**src/rtl/median_window_feeder.sv**
```systemverilog
// Raster-to-window feeder for the 9-input serial median core: buffers three rows,
// streams each interior 3x3 neighbourhood into the core and collects the median.
`timescale 1ns/1ps
module median_window_feeder #(
    parameter int unsigned width = 8,
    parameter int unsigned IMG_W = 16,
    parameter int unsigned IMG_H = 16
) (
    input  logic             CLK,
    input  logic             nRST,
    input  logic [width-1:0] PIX_IN,
    input  logic             PIX_VALID,
    output logic             PIX_READY,
    output logic [width-1:0] MED_DI,
    output logic             MED_DSI,
    output logic             MED_nRST,
    input  logic [width-1:0] MED_DO,
    input  logic             MED_DSO,
    output logic [width-1:0] OUT_PIX,
    output logic             OUT_VALID,
    output logic             FRAME_DONE
);
    localparam int unsigned CW = $clog2(IMG_W);
    localparam int unsigned RW = $clog2(IMG_H);

    localparam logic [1:0] S_FILL = 2'd0;
    localparam logic [1:0] S_SEND = 2'd1;
    localparam logic [1:0] S_WAIT = 2'd2;
    localparam logic [1:0] S_CRST = 2'd3;

    logic [1:0]       state_q, state_d;
    logic [RW-1:0]    row_q, row_d, wr_q, wr_d;
    logic [CW-1:0]    col_q, col_d, wc_q, wc_d;
    logic [1:0]       slot_q, slot_d, ws_q, ws_d;
    logic [1:0]       kr_q, kr_d, kc_q, kc_d;
    logic [width-1:0] di_q, di_d, out_pix_q, out_pix_d;
    logic             dsi_q, dsi_d, out_valid_q, out_valid_d, frame_done_q, frame_done_d;

    logic [width-1:0] line_mem [3][IMG_W];

    logic             accept_c;
    logic [1:0]       kr_nxt_c, kc_nxt_c, win_slot_c;
    logic [CW-1:0]    win_col_c, fill_col_c;

    function automatic logic [1:0] inc3(input logic [1:0] s);
        return (s == 2'd2) ? 2'd0 : s + 2'd1;
    endfunction

    // Line-store slot holding window row r, given the slot of the window's bottom row
    function automatic logic [1:0] slot_of(input logic [1:0] bottom, input logic [1:0] r);
        case (r)
            2'd0:    return inc3(bottom);
            2'd1:    return inc3(inc3(bottom));
            default: return bottom;
        endcase
    endfunction

    assign accept_c   = PIX_VALID && (state_q == S_FILL);
    assign kc_nxt_c   = (kc_q == 2'd2) ? 2'd0 : kc_q + 2'd1;
    assign kr_nxt_c   = (kc_q == 2'd2) ? kr_q + 2'd1 : kr_q;
    assign win_slot_c = slot_of(ws_q, kr_nxt_c);
    assign win_col_c  = wc_q - CW'(2) + CW'(kc_nxt_c);
    assign fill_col_c = col_q - CW'(2);

    always_ff @(posedge CLK) begin
        if (accept_c) begin
            line_mem[slot_q][col_q] <= PIX_IN;
        end
    end

    always_comb begin
        state_d      = state_q;
        row_d        = row_q;
        col_d        = col_q;
        slot_d       = slot_q;
        wr_d         = wr_q;
        wc_d         = wc_q;
        ws_d         = ws_q;
        kr_d         = kr_q;
        kc_d         = kc_q;
        di_d         = di_q;
        dsi_d        = dsi_q;
        out_pix_d    = out_pix_q;
        out_valid_d  = 1'b0;
        frame_done_d = 1'b0;
        case (state_q)
            S_FILL: begin
                if (PIX_VALID) begin
                    if (col_q == CW'(IMG_W - 1)) begin
                        col_d = '0;
                        if (row_q == RW'(IMG_H - 1)) begin
                            row_d  = '0;
                            slot_d = 2'd0;
                        end else begin
                            row_d  = row_q + RW'(1);
                            slot_d = inc3(slot_q);
                        end
                    end else begin
                        col_d = col_q + CW'(1);
                    end
                    // First window word is registered here; it never touches the slot being written
                    if (row_q >= RW'(2) && col_q >= CW'(2)) begin
                        state_d = S_SEND;
                        wr_d    = row_q;
                        wc_d    = col_q;
                        ws_d    = slot_q;
                        kr_d    = 2'd0;
                        kc_d    = 2'd0;
                        dsi_d   = 1'b1;
                        di_d    = line_mem[inc3(slot_q)][fill_col_c];
                    end
                end
            end
            S_SEND: begin
                if (kr_q == 2'd2 && kc_q == 2'd2) begin
                    state_d = S_WAIT;
                    dsi_d   = 1'b0;
                    di_d    = '0;
                end else begin
                    kr_d = kr_nxt_c;
                    kc_d = kc_nxt_c;
                    di_d = line_mem[win_slot_c][win_col_c];
                end
            end
            S_WAIT: begin
                if (MED_DSO) begin
                    state_d      = S_CRST;
                    out_pix_d    = MED_DO;
                    out_valid_d  = 1'b1;
                    frame_done_d = (wr_q == RW'(IMG_H - 1)) && (wc_q == CW'(IMG_W - 1));
                end
            end
            S_CRST:  state_d = S_FILL;
            default: state_d = S_FILL;
        endcase
    end

    always_ff @(posedge CLK or negedge nRST) begin
        if (!nRST) begin
            state_q      <= S_FILL;
            row_q        <= '0;
            col_q        <= '0;
            slot_q       <= 2'd0;
            wr_q         <= '0;
            wc_q         <= '0;
            ws_q         <= 2'd0;
            kr_q         <= 2'd0;
            kc_q         <= 2'd0;
            di_q         <= '0;
            dsi_q        <= 1'b0;
            out_pix_q    <= '0;
            out_valid_q  <= 1'b0;
            frame_done_q <= 1'b0;
        end else begin
            state_q      <= state_d;
            row_q        <= row_d;
            col_q        <= col_d;
            slot_q       <= slot_d;
            wr_q         <= wr_d;
            wc_q         <= wc_d;
            ws_q         <= ws_d;
            kr_q         <= kr_d;
            kc_q         <= kc_d;
            di_q         <= di_d;
            dsi_q        <= dsi_d;
            out_pix_q    <= out_pix_d;
            out_valid_q  <= out_valid_d;
            frame_done_q <= frame_done_d;
        end
    end

    assign PIX_READY  = (state_q == S_FILL);
    assign MED_nRST   = nRST && (state_q != S_CRST);
    assign MED_DI     = di_q;
    assign MED_DSI    = dsi_q;
    assign OUT_PIX    = out_pix_q;
    assign OUT_VALID  = out_valid_q;
    assign FRAME_DONE = frame_done_q;

endmodule

```
**config.mk**
```make
export PLATFORM = sky130hd
export DESIGN_NAME = median_window_feeder
export DESIGN_NICKNAME = d
export VERILOG_FILES = /design/src/rtl/median_window_feeder.sv
export SDC_FILE = /design/constraint.sdc
export NUM_CORES = 1
export LEC_CHECK = 0
export BUFFER_PORTS_ARGS = -buffer_cell sky130_fd_sc_hd__buf_2
export CORE_MARGIN = 2
export CORE_UTILIZATION = 63
export DETAILED_ROUTE_END_ITERATION = 10
export PLACE_DENSITY = 0.78
export SETUP_SLACK_MARGIN = 0.05
export SKIP_CTS_REPAIR_TIMING = 1
export SYNTH_ARGS = -nofsm -noshare
export SYNTH_HDL_FRONTEND = slang
export SYNTH_SLANG_ARGS = --single-unit
```
**constraint.sdc**
```tcl
create_clock -name CLK -period 4.32 [get_ports CLK]
set_input_delay 0.648 -clock CLK [delete_from_list [all_inputs] [get_ports CLK]]
set_output_delay 0.648 -clock CLK [all_outputs]
set_load 0.02 [all_outputs]
```
==> results.yml <==
run_status:
  status: "complete, no violations"
synthesis:
  yosysWarnings: 0
  async_reset_ff_frac: 0.105
  synth_edf_count: 384
  syn_area_per_cell_sq_um: 14.9
  synth_seq_area_share: 0.608
  synth_area_sq_um: 20800
  synth_cells: 1396
  syn-num-nets: 1434
  ys.flop_type: "edfxtp_1"
  synth.distinct_cells: 55
  synth-seq-cells: 429
floorplanning:
  io_pins: 41
  die-height_microns: 186
  die_w_microns: 186
  coreArea_sq_um: 32500
  start_util: 0.640
  rows: 66
  die_area_sq_um: 34500
global_routing:
  grtUsageTotal: 0.351
  antenna_found_initial: 6
  overflow: 0
  grt_max_degree: 81
  grt_pass1_wl_microns: 85100
  grt_pass1_vias: 13000
timing:
  maxSlewViolCount: 0
  relSlewSlack: 0.175
  clock_skew_ps: 18.5
  whs_ps: 205
  hold_violations: 0
  setup_violations: 0
  tns_ps: 0
  fin_crit_ps: 3960
  max_freq_mhz: 253
  setup_ws_ps: 361
  rsz0062_at_grt: "no"
  min_period_over_period: 0.916
  tightest_slew_ps: 1230
critical_path:
  cp_num_buf_inv: 2
  cp-start-kind: "flop"
  cpLargestDelayFamily: "compound AO/OA/AOI/OAI gates"
  worstReg2RegStart: "kr_q[0]$_DFFE_PN0P_"
  rrSetupSlack_ps: 360
  worstReg2RegEnd: "MED_DI[4]$_DFFE_PN0P_"
  crit_type: "flop to flop"
  worstPathArrival_ps: 4400
  critPathMaxStageDelay_ps: 660
  crit_required_ps: 4760
  cp_max_fo: 14
  endpoint_kind: "flop"
  crit_path_cell_trace: "inv_1, ha_1, nor3b_1, mux2i_1, o2111ai_4, buf_4, mux4_2, a22oi_1, nand4_1, a221o_1"
  cpMaxStageDelayCell: "o2111ai_4"
  r2r_cells: 10
power:
  p_leak_nw: 7.64
  pwr_density_cell_nw_per_um2: 645
  ir_drop_v: 0.000415
finish:
  final_area_sq_um: 23300
  drive_gt1_frac: 0.234
  layout_commonest_cell: "edfxtp_1"
  final_nets: 1506
  fin_cells: 1945
  area_delta_synth_final_pct: 11.7
  final_cell_mix: "edfxtp_1, nand2_1, mux2i_1"
drt:
  initialDrtViolationCount: 2065
  drt_wl_total_microns: 59100
  firstDrtPassIters: 6
  wl_per_cell_microns: 30.4
  drc_errors: 0
  routed_via_density: 6.96
  vias: 13500
  ant_nets: 0
place:
  place_inst: 1863
  post-dp-hpwl_microns: 38400
  io_buffers: 40
  post-place-ws_ps: 387
  postPlaceCellArea_sq_um: 21900
  gp_congestion: 0.967
worst_hold_path:
  min_path_type: "primary input to async pin"
clock_network:
  path_clk_slew_ps: 60
  worstSkewPairLatency_ps: 560
  cts-buffers-inserted: 45
  cts.sinks: 429
  cts.path.max_buffers: 3
  tritoncts: "built"
  cts_root_buffer: "clkbuf_16"
  htree_levels: 2
run:
  max_cap_viol_count: 0
## sequential cells by signal, indices dropped and copies added (netlist names)
signal	cells
MED_DSI	1
state_q	2
col_q	4
wr_q	4
MED_DI	8
FRAME_DONE	1
OUT_VALID	1
line_mem	384
ws_q	2
kr_q	2
row_q	4
OUT_PIX	8
kc_q	2
slot_q	2
wc_q	4
## synthesized netlist by cell type, drive strengths merged, types with 8 or more instances
cell / n / area [sq um]
a31oi: 8 / 50.1
nand2: 180 / 676
ha: 17 / 213
mux2i: 153 / 1530
mux4: 132 / 2970
nand4: 9 / 56.3
dfrtp: 45 / 1130
nand3: 15 / 75.1
inv: 14 / 52.6
a22oi: 9 / 67.6
o21ai: 143 / 716
nor2: 70 / 263
edfxtp: 384 / 11500
clkbuf: 50 / 188
mux2: 27 / 304
buf: 44 / 260
nor2b: 14 / 87.6
## where the power goes
part           switching [mW]  internal, mW  total, mW
clock                    1.58          2.12       3.71
combinational            3.43          2.83       6.26
sequential              0.311          4.72       5.03
## layout make-up
class	instances	area, sq um
multi-input cells	859	7710
clock inverters	16	114
inverters	14	52.6
fillers	2163	9280
flip-flops and latches	429	12700
clock buffers	65	1280
repair buffers	119	881
well taps	442	553
diodes	1	2.50
## how the worst max path moves through the flow
stage | startpoint | end | slack (ps) | cells after the start
after floorplan | kc_q[1]$_DFFE_PN0P_ | MED_DI[5]$_DFFE_PN0P_ | 1060 | 11
after global placement | kr_q[0]$_DFFE_PN0P_ | MED_DI[4]$_DFFE_PN0P_ | 440 | 10
after detailed placement | kr_q[0]$_DFFE_PN0P_ | MED_DI[4]$_DFFE_PN0P_ | 390 | 10
after CTS | kr_q[0]$_DFFE_PN0P_ | MED_DI[4]$_DFFE_PN0P_ | 360 | 10
after global routing | kr_q[0]$_DFFE_PN0P_ | MED_DI[4]$_DFFE_PN0P_ | 100 | 10
final | kr_q[0]$_DFFE_PN0P_ | MED_DI[4]$_DFFE_PN0P_ | 360 | 10
## metrics by stage
stage | total power [mW] | utilization
2_1_floorplan | 9.16 | -
4_1_cts | 14.9 | 0.715
6_report | 15.0 | 0.715
5_1_grt | 15.4 | 0.715
3_3_place_gp | 11.1 | 0.672
3_5_place_dp | 11.2 | 0.672
## logic make-up after synthesis
group                    after synthesis  share of synthesized area
flip-flops                           429                      0.608
AND/OR/NAND/NOR                      314                     0.0635
multiplexers                         312                      0.231
AO/OA/AOI/OAI                        208                     0.0599
buffers and inverters                108                     0.0240
adder cells (fa/ha/maj)               18                     0.0112
XOR/XNOR                               7                    0.00294
## worst reg2reg max path, cell delays in order (launching register included)
cell,delay [ps]
dfrtp_1,430
inv_1,140
ha_1,400
nor3b_1,200
mux2i_1,130
o2111ai_4,660
buf_4,420
mux4_2,550
a22oi_1,460
nand4_1,140
a221o_1,310
## layer usage
layer  track usage  up-vias  wire, microns
met3         0.103      194           7830
met5             0        -             41
met4         0.146        6           2900
li1              -     5611              -
met2         0.532      980          26700
met1         0.483     6752          21600
No activity file was read; power rests on OpenSTA's default activity.
